==> config.mk <==
export PLATFORM = sky130hd
export DESIGN_NAME = bnn_image_loader
export DESIGN_NICKNAME = d
export VERILOG_FILES = /design/src/rtl/bnn_image_loader.sv
export SDC_FILE = /design/constraint.sdc
export NUM_CORES = 1
export LEC_CHECK = 0
export BUFFER_PORTS_ARGS = -buffer_cell sky130_fd_sc_hd__buf_4
export CAP_MARGIN = 10
export CORE_MARGIN = 2
export CORE_UTILIZATION = 35
export CTS_BUF_LIST = sky130_fd_sc_hd__clkbuf_8 sky130_fd_sc_hd__clkbuf_16
export CTS_CLUSTER_DIAMETER = 60
export DETAILED_ROUTE_END_ITERATION = 10
export GPL_ROUTABILITY_DRIVEN = 0
export GPL_TIMING_DRIVEN = 0
export PLACE_DENSITY = 0.58
export SLEW_MARGIN = 20
export SYNTH_ARGS = -nofsm -noshare
export SYNTH_HDL_FRONTEND = slang
export SYNTH_SLANG_ARGS = --single-unit
==> constraint.sdc <==
create_clock -name clk -period 1.8 [get_ports clk]
set_input_delay 0.36 -clock clk [delete_from_list [all_inputs] [get_ports clk]]
set_output_delay 0.36 -clock clk [all_outputs]
set_load 0.005 [all_outputs]
==> src/rtl/bnn_image_loader.sv <==
// bnn_image_loader: streams one frame of pixels into the bnn activation
// memory, kicks the core, then hands its activation result downstream.
module bnn_image_loader #(
  parameter int NUM_PIXELS     = 784,
  parameter int ADDR_W         = 11,
  parameter int DATA_W         = 8,
  parameter int START_CYCLES   = 2,
  parameter int TIMEOUT_CYCLES = 0
) (
  input  logic              clk,
  input  logic              rst_n,
  input  logic              s_pix_valid,
  output logic              s_pix_ready,
  input  logic [DATA_W-1:0] s_pix_data,
  input  logic              s_pix_last,
  output logic              bnn_wr_en,
  output logic [ADDR_W-1:0] bnn_wr_addr,
  output logic [DATA_W-1:0] bnn_wr_data,
  output logic              bnn_start,
  input  logic              bnn_done,
  input  logic [DATA_W-1:0] bnn_activation,
  output logic              res_valid,
  input  logic              res_ready,
  output logic [DATA_W-1:0] res_data,
  output logic              frame_err,
  output logic              busy
);

  typedef enum logic [2:0] {
    LOAD, DRAIN, START, WAIT, RESULT
  } state_t;

  localparam logic [ADDR_W-1:0] LAST_IDX =
    ADDR_W'(NUM_PIXELS - 1);
  localparam logic [15:0] ST_N = 16'(START_CYCLES);
  localparam bit TO_EN = TIMEOUT_CYCLES > 0;
  localparam logic [31:0] TO_LAST =
    TO_EN ? 32'(TIMEOUT_CYCLES - 1) : 32'd0;

  state_t state, state_n;
  logic [ADDR_W-1:0] cnt, cnt_n;
  logic [15:0] st_cnt;
  logic [31:0] to_cnt;
  logic accept, is_last_idx, timed_out;
  logic wr_en_n, start_n, err_n;

  always_ff @(posedge clk or negedge rst_n) begin
    if (!rst_n) state <= LOAD;
    else        state <= state_n;
  end

  always_comb begin
    state_n = state;
    unique case (state)
      LOAD:
        if (accept && is_last_idx)
          state_n = s_pix_last ? START : DRAIN;
      DRAIN:
        if (accept && s_pix_last) state_n = LOAD;
      START:
        if (st_cnt == ST_N) state_n = WAIT;
      WAIT:
        if (bnn_done)       state_n = RESULT;
        else if (timed_out) state_n = LOAD;
      RESULT:
        if (res_ready) state_n = LOAD;
      default: state_n = LOAD;
    endcase
  end

  always_comb begin
    s_pix_ready = (state == LOAD) || (state == DRAIN);
    busy        = state != LOAD;
    accept      = s_pix_valid && s_pix_ready;
    is_last_idx = cnt == LAST_IDX;
    timed_out   = TO_EN && (to_cnt == TO_LAST);
    wr_en_n     = accept && (state == LOAD);
    // start is registered, so it rises the cycle after the final write
    start_n     = (state == START) && (st_cnt < ST_N);
    err_n       = (wr_en_n && s_pix_last && !is_last_idx)
               || (state == DRAIN && accept && s_pix_last)
               || (state == WAIT && !bnn_done && timed_out);
    cnt_n = cnt;
    if (wr_en_n)
      cnt_n = (s_pix_last || is_last_idx) ? '0
                                          : cnt + ADDR_W'(1);
  end

  always_ff @(posedge clk or negedge rst_n) begin
    if (!rst_n) begin
      cnt         <= '0;
      st_cnt      <= '0;
      to_cnt      <= '0;
      bnn_wr_en   <= 1'b0;
      bnn_wr_addr <= '0;
      bnn_wr_data <= '0;
      bnn_start   <= 1'b0;
      frame_err   <= 1'b0;
      res_valid   <= 1'b0;
      res_data    <= '0;
    end else begin
      cnt       <= cnt_n;
      st_cnt    <= (state == START) ? st_cnt + 16'd1 : '0;
      to_cnt    <= (state == WAIT) ? to_cnt + 32'd1 : '0;
      bnn_wr_en <= wr_en_n;
      if (wr_en_n) begin
        bnn_wr_addr <= cnt;
        bnn_wr_data <= s_pix_data;
      end
      bnn_start <= start_n;
      frame_err <= err_n;
      if (state == WAIT && bnn_done) begin
        res_valid <= 1'b1;
        res_data  <= bnn_activation;
      end else if (state == RESULT && res_ready) begin
        res_valid <= 1'b0;
      end
    end
  end

endmodule

After elaboration in Yosys (flattened, before gate mapping):

Index checks and enable logic that the tools add are counted.

* add/sub/neg operators: 2
* order comparisons: 1
* eq/ne operators: 11
* mux-type cells: 11
* reductions and logical operators: 19

Operators by type and width (count)
* $add A16 B1 Y16 const B: 1
* $eq A16 B2 Y1 const B: 1
* $lt A16 B2 Y1 const B: 1
* $mux W16: 1
* $mux W3: 5
* $pmux W3 S5: 1
* $add A11 B1 Y11 const B: 1
* $eq A11 B10 Y1 const B: 1
* $logic_and A1 B1 Y1: 11
* $mux W11: 1
* $ne A2 B2 Y1 const B: 5
* $eq A3 B2 Y1 const B: 2
* $reduce_and A5 Y1: 1
* $eq A3 B1 Y1 const B: 1
* $eq A3 B3 Y1 const B: 1
* $logic_not A3 Y1: 1
* $logic_or A1 B1 Y1: 3
* $reduce_bool A3 Y1: 1
* $mux W1: 2
* $mux W2: 1
* $reduce_bool A2 Y1: 1
* $logic_not A1 Y1: 1

* register bits after elaboration: 61
* input bits: 22

Depth between registers and ports, before layout:

Gate-level depths: netlist of run 1.

* depth after elaboration: 7
* gate-level depth with buffers: 7
* mapped depth without buffers: 6

Worst setup path after synthesis of run 1:

OpenSTA, ideal clock, no wires.

* path kind: register -> register
* start point: register cnt[0]
* end point: register cnt[5]
* setup time: 0.116 ns
* arrival time: 1.558 ns
* required time: 1.684 ns
* slack: 0.127 ns
* cell stages (with the launch flop): 6
* clock period less this slack: 1.673 ns
* cell sequence: dfrtp_1 > ha_1 > and4b_1 > a31oi_2 > nand2_2 > o311ai_0

* longest elaborated chain between the ends: 3

RTL lines
* from (decl): RTL line 41 `logic [ADDR_W-1:0] cnt, cnt_n;`
* from (signal assigned): RTL line 102 `cnt <= cnt_n;`
* parallel branches: the longest is 2 deep, another holds $add A11 B1 Y11
* $mux W11 *: RTL line 85 `cnt_n = (s_pix_last || is_last_idx) ? '0`

Mark *: on every way between the ends.
A chain may end at the register's enable or synchronous reset.

Final worst setup path of run 1:

* start point: register cnt[0]
* end point: register cnt[7]

The elaborated chain is that of the path after synthesis.

==> results.toml, run 1 <==
[drt]
route.detailed.drc = 0
drt-total-wl_mm = 5.73
viasPerCell = 4.89
vias = 2233
postRouteAntennaNets = 0
drt_iter0_drc = 108
dr.pass1.iters = 4
wl_per_cell_um = 12.5

[sta]
period_share = 0.947
tightest_slew_ns = 0.768
maxSlewHeadroom = 0.488
report.final.slew_viol_count = 0
max_clock_freq_mhz = 587
timing.final.hold_violations = 0
hold_ws_ns = 0.0821
period_needed_ns = 1.70
fin_worst_skew_ns = 0.00885
rsz0062_at_grt = "no"
finalSetupViolations = 0

[grt]
antenna_found_initial = 0
grt_util_all_layers = 0.147
overflow = 0
grt_pass1_vias = 2174
grt_max_degree = 62
grt_pass1_wl_mm = 9.93

[cells_and_area]
area_growth_pct = 29.7
multi_input_area_sq_um = 1170
fin_area_sq_um = 3560
num-fill-cells = 745
final_nets = 375
regArea_sq_um = 1530
n_antenna_cell = 0
final_core_util = 0.465
drive_gt1_frac = 0.276

[hold_path]
hold_class = "in -> async"

[power]
p_leak_uw = 0.00176
power_density_nw_per_um2 = 859
ir_worst_vdd_mv = 0.364

[synthesis]
synth_top_area_frac = 0.557
ys_types = 41
ys.flop_type = "dfrtp_1"
yosysWarnings = 0
synth.ff_latch_count = 61
syn_avg_cell_area_sq_um = 9.69
synthTopCellsByArea = "dfrtp_1, nand2_1, mux2_2, nor2_1, nand3_1"
synthCells = 283
synthTopCellsByCount = "nand2_1, dfrtp_1, nor2_1"
async_flop_share = 1.00
synth_edf_count = 0
yosysSeqAreaShare = 0.557
syn-num-nets = 308
synth_largest_area_cell = "dfrtp_1"
netlist_area_sq_um = 2740
synth_most_common_cell = "nand2_1"

[critical_path]
cp_max_fo = 6
r2r_setup_slack_ns = 0.1
critPathMaxStageDelay_ns = 0.44
cp-startpoint = "cnt[0]"
cp-end-kind = "register"
r2r_start = "cnt[0]"
crit_path_end = "cnt[7]"
reg2reg_depth = 5
required_ns = 2.03
crit_arrival_ns = 1.93
regToRegEndpoint = "cnt[7]"
critical_path_class = "reg -> reg"
critPathSlowestCell = "dfrtp_2"
setup.worst_path.start_class = "register"
path_cells = "ha_1 -> and4b_2 -> a31oi_4 -> nand2_2 -> o311ai_1"

[placement]
placed_cell_area_sq_um = 3280
hpwl_mm = 3.93
io_buffers = 54

[clock_tree]
clock_latency_ns = 0.34
cts_tree = "done"
numClockSinks = 61
clock_path_buffers = 2
cts_buffers = 9
cts_root_buffer = "clkbuf_8"
clkTransAtPathRegs_ns = 0.07
cts_max_level = 3

[outcome]
status = "completed"

[floorplanning]
start_util = 0.359
die_width_um = 92.5
num_rows = 32
die_y_um = 92.5
die-area_sq_um = 8560
pin_count = 55
coreArea_sq_um = 7650

[job]
cap_violations = 0
what timing repair did:
item | in CTS | in global routing
setup endpoints to repair | 4 | 32
hold buffers | 0 | 0
pin swaps | 1 | 0
resized for setup | 1 | 11
setup buffers | 3 | 0
cells by family after synthesis:
kind of cell / share of synthesized area
xor gates and xnor gates: 0.0351
buffers and inverters: 0.0278
adders and majority gates: 0.0137
DFF: 0.557
muxes: 0.0328
AOI/OAI and AO/OA: 0.0766
and+or+nand+nor: 0.257
worst max-delay path: cells and delay by family (launching register included):
family | cells | cell delay, ns
adder cells (fa/ha/maj) | 1 | 0.24
flip-flops | 1 | 0.44
AND/OR/NAND/NOR | 2 | 0.41
AO/OA/AOI/OAI | 2 | 0.50
flip-flops by register name (all words and copies together), names as in the netlist:
signal / count
frame_err: 1
bnn_wr_addr: 11
bnn_wr_en: 1
bnn_wr_data: 8
state: 3
st_cnt: 16
res_data: 8
bnn_start: 1
res_valid: 1
cnt: 11
through the flow:
step / worst slack, ns / total power [uW] / std cells / setup TNS [ns]
after floorplan: 0.127 / 1550 / 283 / 0
after global placement: -0.122 / 1690 / 439 / -0.379
after detailed placement: -0.170 / 1700 / 439 / -0.542
after CTS: 0.0175 / 3110 / 458 / 0
after global routing: 0.00247 / 3210 / 457 / 0
final: 0.0952 / 3060 / 457 / 0
cell usage in the layout (no fill, tap or decap), types with 6 or more instances in the layout:
| cell type | n |
|---|---|
| buf_4 | 58 |
| clkbuf_8 | 11 |
| dfrtp_1 | 60 |
| inv_1 | 6 |
| mux2_2 | 8 |
| nand2_1 | 80 |
| nand3_1 | 14 |
| nand4_1 | 8 |
| nor2_1 | 22 |
| o21ai_0 | 10 |
| xor2_1 | 8 |
report_power, final:
part	internal [uW]	total, uW	switching (uW)
combinational	108	218	110
clock	846	1380	536
sequential	1420	1450	36.0
metal layers:
| metal | share of wire | track usage |
|---|---|---|
| met1 | 0.47 | 0.185 |
| met2 | 0.48 | 0.232 |
| met3 | 0.039 | 0.0529 |
| met4 | 0.014 | 0.0535 |
| met5 | 0 | 0 |
final cells by class:
| type | count | area share |
|---|---|---|
| flip-flops and latches | 61 | 0.429 |
| multi-input cells | 205 | 0.329 |
| repair buffers | 57 | 0.120 |
| clock buffers | 11 | 0.0425 |
| well taps | 102 | 0.0359 |
| clock inverters | 5 | 0.0207 |
| plain buffers | 11 | 0.0165 |
| inverters | 5 | 0.00527 |
worst min path at each step:
stage | start | endpoint | slack [ns]
after floorplan | rst_n | bnn_start | 0.06
after global placement | bnn_wr_addr[5] | bnn_wr_addr[5] | 0.46
after detailed placement | bnn_wr_addr[4] | bnn_wr_addr[4] | 0.47
after CTS | rst_n | bnn_wr_addr[4] | 0.12
after global routing | rst_n | bnn_wr_en | 0.15
final | rst_n | bnn_wr_en | 0.08
(Power assumes the default switching activity.)
==> run 2, diff against run 1 <==
--- a/config.mk
+++ b/config.mk
@@ -7,6 +7,7 @@
 export LEC_CHECK = 0
 export BUFFER_PORTS_ARGS = -buffer_cell sky130_fd_sc_hd__buf_4
 export CAP_MARGIN = 10
+export CORE_ASPECT_RATIO = 1.4
 export CORE_MARGIN = 2
 export CORE_UTILIZATION = 35
 export CTS_BUF_LIST = sky130_fd_sc_hd__clkbuf_8 sky130_fd_sc_hd__clkbuf_16
==> run 2 against run 1 <==
Net effect:
- design area is 2.7% lower
- highest routed layer unchanged
- sequential power about the same
- power fell by 14%
- maximum frequency is 1.6% higher
- via count down 1.3%
- hold slack improved by 0.0094 ns
==> results.toml, run 2 (same netlist as run 1, synthesis figures left out) <==
[outcome]
status = "completed"

[sta]
finalSetupViolations = 0
rsz0062_at_grt = "no"
tightest_slew_ns = 0.768
finalSetupTns_ns = 0
fin_worst_skew_ns = 0.00793
timing.final.hold_violations = 0
period_share = 0.932
report.final.slew_viol_count = 0
hold_ws_ns = 0.0915
setup_ws_ns = 0.122
maxSlewHeadroom = 0.488
max_clock_freq_mhz = 596
period_needed_ns = 1.68

[clock_tree]
numClockSinks = 61
clock_path_buffers = 2
cts_tree = "done"
cts_root_buffer = "clkbuf_8"
clkTransAtPathRegs_ns = 0.07
clock_latency_ns = 0.34
cts_buffers = 9
hold_buffers = 0
cts_max_level = 3

[critical_path]
cp-end-kind = "register"
crit_arrival_ns = 1.90
critical_path_class = "reg -> reg"
setup.worst_path.start_class = "register"
required_ns = 2.02
cp_max_fo = 6

[drt]
dr.pass1.iters = 4
drt_iter0_drc = 132
wl_per_cell_um = 13.3
viasPerCell = 4.86
postRouteAntennaNets = 0
route.detailed.drc = 0
vias = 2205
drt-total-wl_mm = 6.02

[grt]
antenna_found_initial = 0
grt_util_all_layers = 0.147
grt_pass1_vias = 2168
grt_pass1_wl_mm = 9.85
overflow = 0
grt_max_degree = 62

[power]
power_density_nw_per_um2 = 762
total_power_uw = 2640
p_leak_uw = 0.00173
ir_worst_vdd_mv = 0.396

[cells_and_area]
layout_commonest_cell = "nand2_1"
top_regs = "st_cnt x16, bnn_wr_addr x11, cnt x11"
drive_gt1_frac = 0.251
largest_reg_flops = 16
area_growth_pct = 26.2
fin_area_sq_um = 3460
final_nets = 374
n_antenna_cell = 0
final_cell_mix = "nand2_1, dfrtp_1, buf_4, nor2_1, nand3_1"
regMostFlops = "st_cnt"

[floorplanning]
coreArea_sq_um = 7650
start_util = 0.358
die_width_um = 78.8
die-area_sq_um = 8570
pin_count = 55
die_y_um = 109
num_rows = 38

[placement]
io_buffers = 54
hpwl_mm = 4.11
pre_cts_ws_ns = -0.166
placed_cell_area_sq_um = 3270

[job]
cap_violations = 0

[hold_path]
hold_class = "in -> async"
run 2: cell count changes in the layout (fill, tap and decap cells not counted), sizes merged:
| cell | before | now |
|---|---|---|
| clkbuf | 16 | 13 |
| bufinv | 2 | 0 |
| inv | 6 | 10 |
run 2: layout make-up:
| cell class | instances | area, sq um |
|---|---|---|
| Inverter | 5 | 18.8 |
| Multi-Input combinational cell | 205 | 1170 |
| Clock inverter | 7 | 28.8 |
| Timing Repair Buffer | 55 | 413 |
| Buffer | 12 | 57.6 |
| Clock buffer | 9 | 124 |
| Tap cell | 100 | 125 |
| Fill cell | 780 | 4190 |
| Sequential cell | 61 | 1530 |
run 2: final timing paths:
kind,from,to,slack (ns),cells past startpoint
max,cnt[0],cnt[5],0.12,5
min,rst_n,res_data[0],0.09,1
max reg2reg,cnt[0],cnt[5],0.12,5
min reg2reg,bnn_wr_addr[4],bnn_wr_addr[4],0.47,2
max in group asynchronous,rst_n,cnt[3],1.19,1
min in group clk,s_pix_data[4],bnn_wr_data[4],0.21,3
run 2: power breakdown:
part | switching (uW) | internal, uW
sequential | 37.6 | 1420
clock | 498 | 469
combinational | 111 | 104
total | 647 | 1990
run 2: through the flow:
step / util / instances
detailed placement: 0.428 / 437
floorplan: - / 283
finish: 0.452 / 454
global route: 0.452 / 454
global placement: 0.428 / 437
CTS: 0.450 / 454
run 2: critical path, stage by stage, from the launching register on:
cell and delay, ns:
dfrtp_1 0.43, ha_1 0.26, and4b_1 0.26, a31oi_4 0.20, nand2_2 0.12, o311ai_1 0.31
run 2: metal layers:
| layer | wire [um] | GRT usage |
|---|---|---|
| met1 | 2630 | 0.173 |
| met2 | 3070 | 0.256 |
| met3 | 226 | 0.0331 |
| met4 | 97 | 0.0628 |
| met5 | 0 | 0 |
run 2: what timing repair did:
action / CTS / global route
gates resized for setup: 1 / 6
pin swaps: 1 / 0
buffers inserted: 1 / 0
gates cloned: 0 / 0
setup endpoints to repair: 4 / 26
==> run 3, diff against run 2 <==
--- a/config.mk
+++ b/config.mk
@@ -5,6 +5,7 @@
 export SDC_FILE = /design/constraint.sdc
 export NUM_CORES = 1
 export LEC_CHECK = 0
+export ABC_AREA = 1
 export BUFFER_PORTS_ARGS = -buffer_cell sky130_fd_sc_hd__buf_4
 export CAP_MARGIN = 10
 export CORE_ASPECT_RATIO = 1.4
@@ -15,7 +16,9 @@
 export DETAILED_ROUTE_END_ITERATION = 10
 export GPL_ROUTABILITY_DRIVEN = 0
 export GPL_TIMING_DRIVEN = 0
+export MAX_ROUTING_LAYER = met4
 export PLACE_DENSITY = 0.58
+export SETUP_SLACK_MARGIN = 0.02
 export SLEW_MARGIN = 20
 export SYNTH_ARGS = -nofsm -noshare
 export SYNTH_HDL_FRONTEND = slang
==> run 3 against run 2 <==
Net effect:
- utilization rose by 0.57 points
- maximum frequency increased by 7.9%
- hold slack improved by 0.019 ns
- count of clock-buffer cells in the layout is 1 higher
- critical path depth increased by 3
- non-clock buffer count shrank 7
- first-iteration DRC count decreased by 33%
- combinational power rose to 7.1 times the previous value
- sequential share of layout area decreased by 3.2 points
- critical path type unchanged
- largest cell class unchanged
- highest routed layer unchanged
==> results.toml, run 3 <==
[synthesis]
netlist_area_sq_um = 2940
syn-num-nets = 355
synthTopCellsByArea = "dfrtp_1, nand2_1, nor2_1, inv_1, o21ai_0"
ys.flop_type = "dfrtp_1"
synth_edf_count = 0
syn_avg_cell_area_sq_um = 8.91
synthCells = 330
synth.ff_latch_count = 61
synth_top_area_frac = 0.519
synthTopCellsByCount = "nand2_1, dfrtp_1, nor2_1"
synth_largest_area_cell = "dfrtp_1"
ys_types = 32
async_flop_share = 1.00
yosysWarnings = 0
yosysSeqAreaShare = 0.519
synth_most_common_cell = "nand2_1"

[placement]
io_buffers = 54
hpwl_mm = 4.61
placed_cell_area_sq_um = 3470
dp.cells = 486
pre_cts_ws_ns = 0.245

[clock_tree]
cts_tree = "done"
post_cts_buffers = 0
ctsResizeCount = 0
numClockSinks = 61
clkTransAtPathRegs_ns = 0.05
cts_buffers = 9
hold_buffers = 0
clock_latency_ns = 0.32
clock_path_buffers = 2
cts_root_buffer = "clkbuf_16"
cts_max_level = 3

[sta]
timing.final.hold_violations = 0
finalSetupTns_ns = 0
report.final.slew_viol_count = 0
hold_ws_ns = 0.110
fin_worst_skew_ns = 0.00779
tightest_slew_ns = 0.752
rsz0062_at_grt = "no"
setup_ws_ns = 0.244
period_share = 0.864
finalSetupViolations = 0
max_clock_freq_mhz = 643
period_needed_ns = 1.56
maxSlewHeadroom = 0.498

[critical_path]
cp_num_buf_inv = 2
critPathMaxStageDelay_ns = 0.41
cp_max_fo = 6
setup.worst_path.start_class = "register"
crit_arrival_ns = 1.77
critPathSlowestCell = "dfrtp_1"
r2r_start = "cnt[0]"
critical_path_class = "reg -> reg"
cp-end-kind = "register"
regToRegEndpoint = "cnt[4]"
cp_top_family = "simple AND/OR/NAND/NOR gates"
reg2reg_depth = 8
path_cells = "ha_1 -> nand3_2 -> nor2_4 -> a21oi_4 -> nor2_4 -> inv_1 -> nand2_1 -> inv_1"
required_ns = 2.01
r2r_setup_slack_ns = 0.24
cp-startpoint = "cnt[0]"

[power]
power_frac_seq = 0.388
sw_frac_of_total = 0.321
power_density_nw_per_um2 = 1320
p_leak_uw = 0.00185
comb_power_share = 0.309
p_clk_frac = 0.302
power_switching_uw = 1590
ir_worst_vdd_mv = 0.771
p_int_uw = 3360

[floorplanning]
coreArea_sq_um = 8150
die_width_um = 81.4
start_util = 0.361
num_rows = 39
die-area_sq_um = 9160
pin_count = 55
die_y_um = 112

[cells_and_area]
fin_cells = 501
final_cell_mix = "nand2_1, dfrtp_1, buf_4, nor2_1, inv_1"
top_regs = "st_cnt x16, bnn_wr_addr x11, cnt x11"
n_antenna_cell = 0
regArea_sq_um = 1530
drive_gt1_frac = 0.266
final_nets = 420
area_growth_pct = 27.0
largest_reg_flops = 16
num-fill-cells = 802
regMostFlops = "st_cnt"
layout_commonest_cell = "nand2_1"
fin_area_sq_um = 3730
multi_input_area_sq_um = 1230

[grt]
grt_max_degree = 62
antenna_found_initial = 0
overflow = 0
grt_pass1_wl_mm = 11.3
grt_util_all_layers = 0.163
grt_pass1_vias = 2472

[drt]
vias = 2333
viasPerCell = 4.66
wl_per_cell_um = 12.5
postRouteAntennaNets = 0
route.detailed.drc = 0
dr.pass1.iters = 4
drt-total-wl_mm = 6.27
drt_iter0_drc = 89

[outcome]
status = "completed"

[hold_path]
hold_class = "in -> async"

[job]
cap_violations = 0
run 3: power groups by stage:
stage                     logic [uW]  clock network, uW  registers (uW)
after floorplan                  834                  0            1930
after global placement          1550                  0            1940
after detailed placement        1570                  0            1940
after CTS                       1570               1540            1930
after global routing            1740               1600            1970
final                           1530               1490            1920
run 3: cells by family after synthesis:
family	synth area share
AO/OA/AOI/OAI	0.0677
XOR/XNOR	0.0209
adder cells (fa/ha/maj)	0.0128
buffers and inverters	0.0630
flip-flops	0.519
multiplexers	0.0307
AND/OR/NAND/NOR	0.286
run 3: metrics by stage:
stage,power [uW],util
detailed placement,3510,0.426
floorplan,2760,-
CTS,5030,0.458
global route,5310,0.458
finish,4950,0.458
global placement,3480,0.426
run 3: how the worst max path moves through the flow:
stage / end / slack [ns] / cells after the start
floorplan: cnt[10] / 0.45 / 8
global placement: cnt[10] / 0.24 / 8
detailed placement: cnt[4] / 0.24 / 8
CTS: cnt[4] / 0.24 / 8
global route: cnt[10] / 0.1 / 8
finish: cnt[4] / 0.24 / 8
run 3: final cells by class:
cell class | instances | share of cell area
flip-flops and latches | 61 | 0.409
multi-input cells | 227 | 0.329
repair buffers | 54 | 0.109
clock buffers | 10 | 0.0640
inverters | 36 | 0.0365
well taps | 102 | 0.0342
plain buffers | 6 | 0.0131
clock inverters | 5 | 0.00570
run 3: worst reg2reg max path: cells and delay by family (launching register included):
kind / cells / cell delay [ns]
AND/OR/NAND/NOR: 4 / 0.59
AO/OA/AOI/OAI: 1 / 0.11
adder cells (fa/ha/maj): 1 / 0.22
buffers and inverters: 2 / 0.12
flip-flops: 1 / 0.41
run 3: per-layer routing:
metal | up-vias | GRT usage | share of wire
met5 | - | - | 0
met4 | 0 | 0.0655 | 0.014
met3 | 7 | 0.0338 | 0.025
met2 | 29 | 0.268 | 0.54
met1 | 1108 | 0.192 | 0.42
li1 | 1189 | - | -
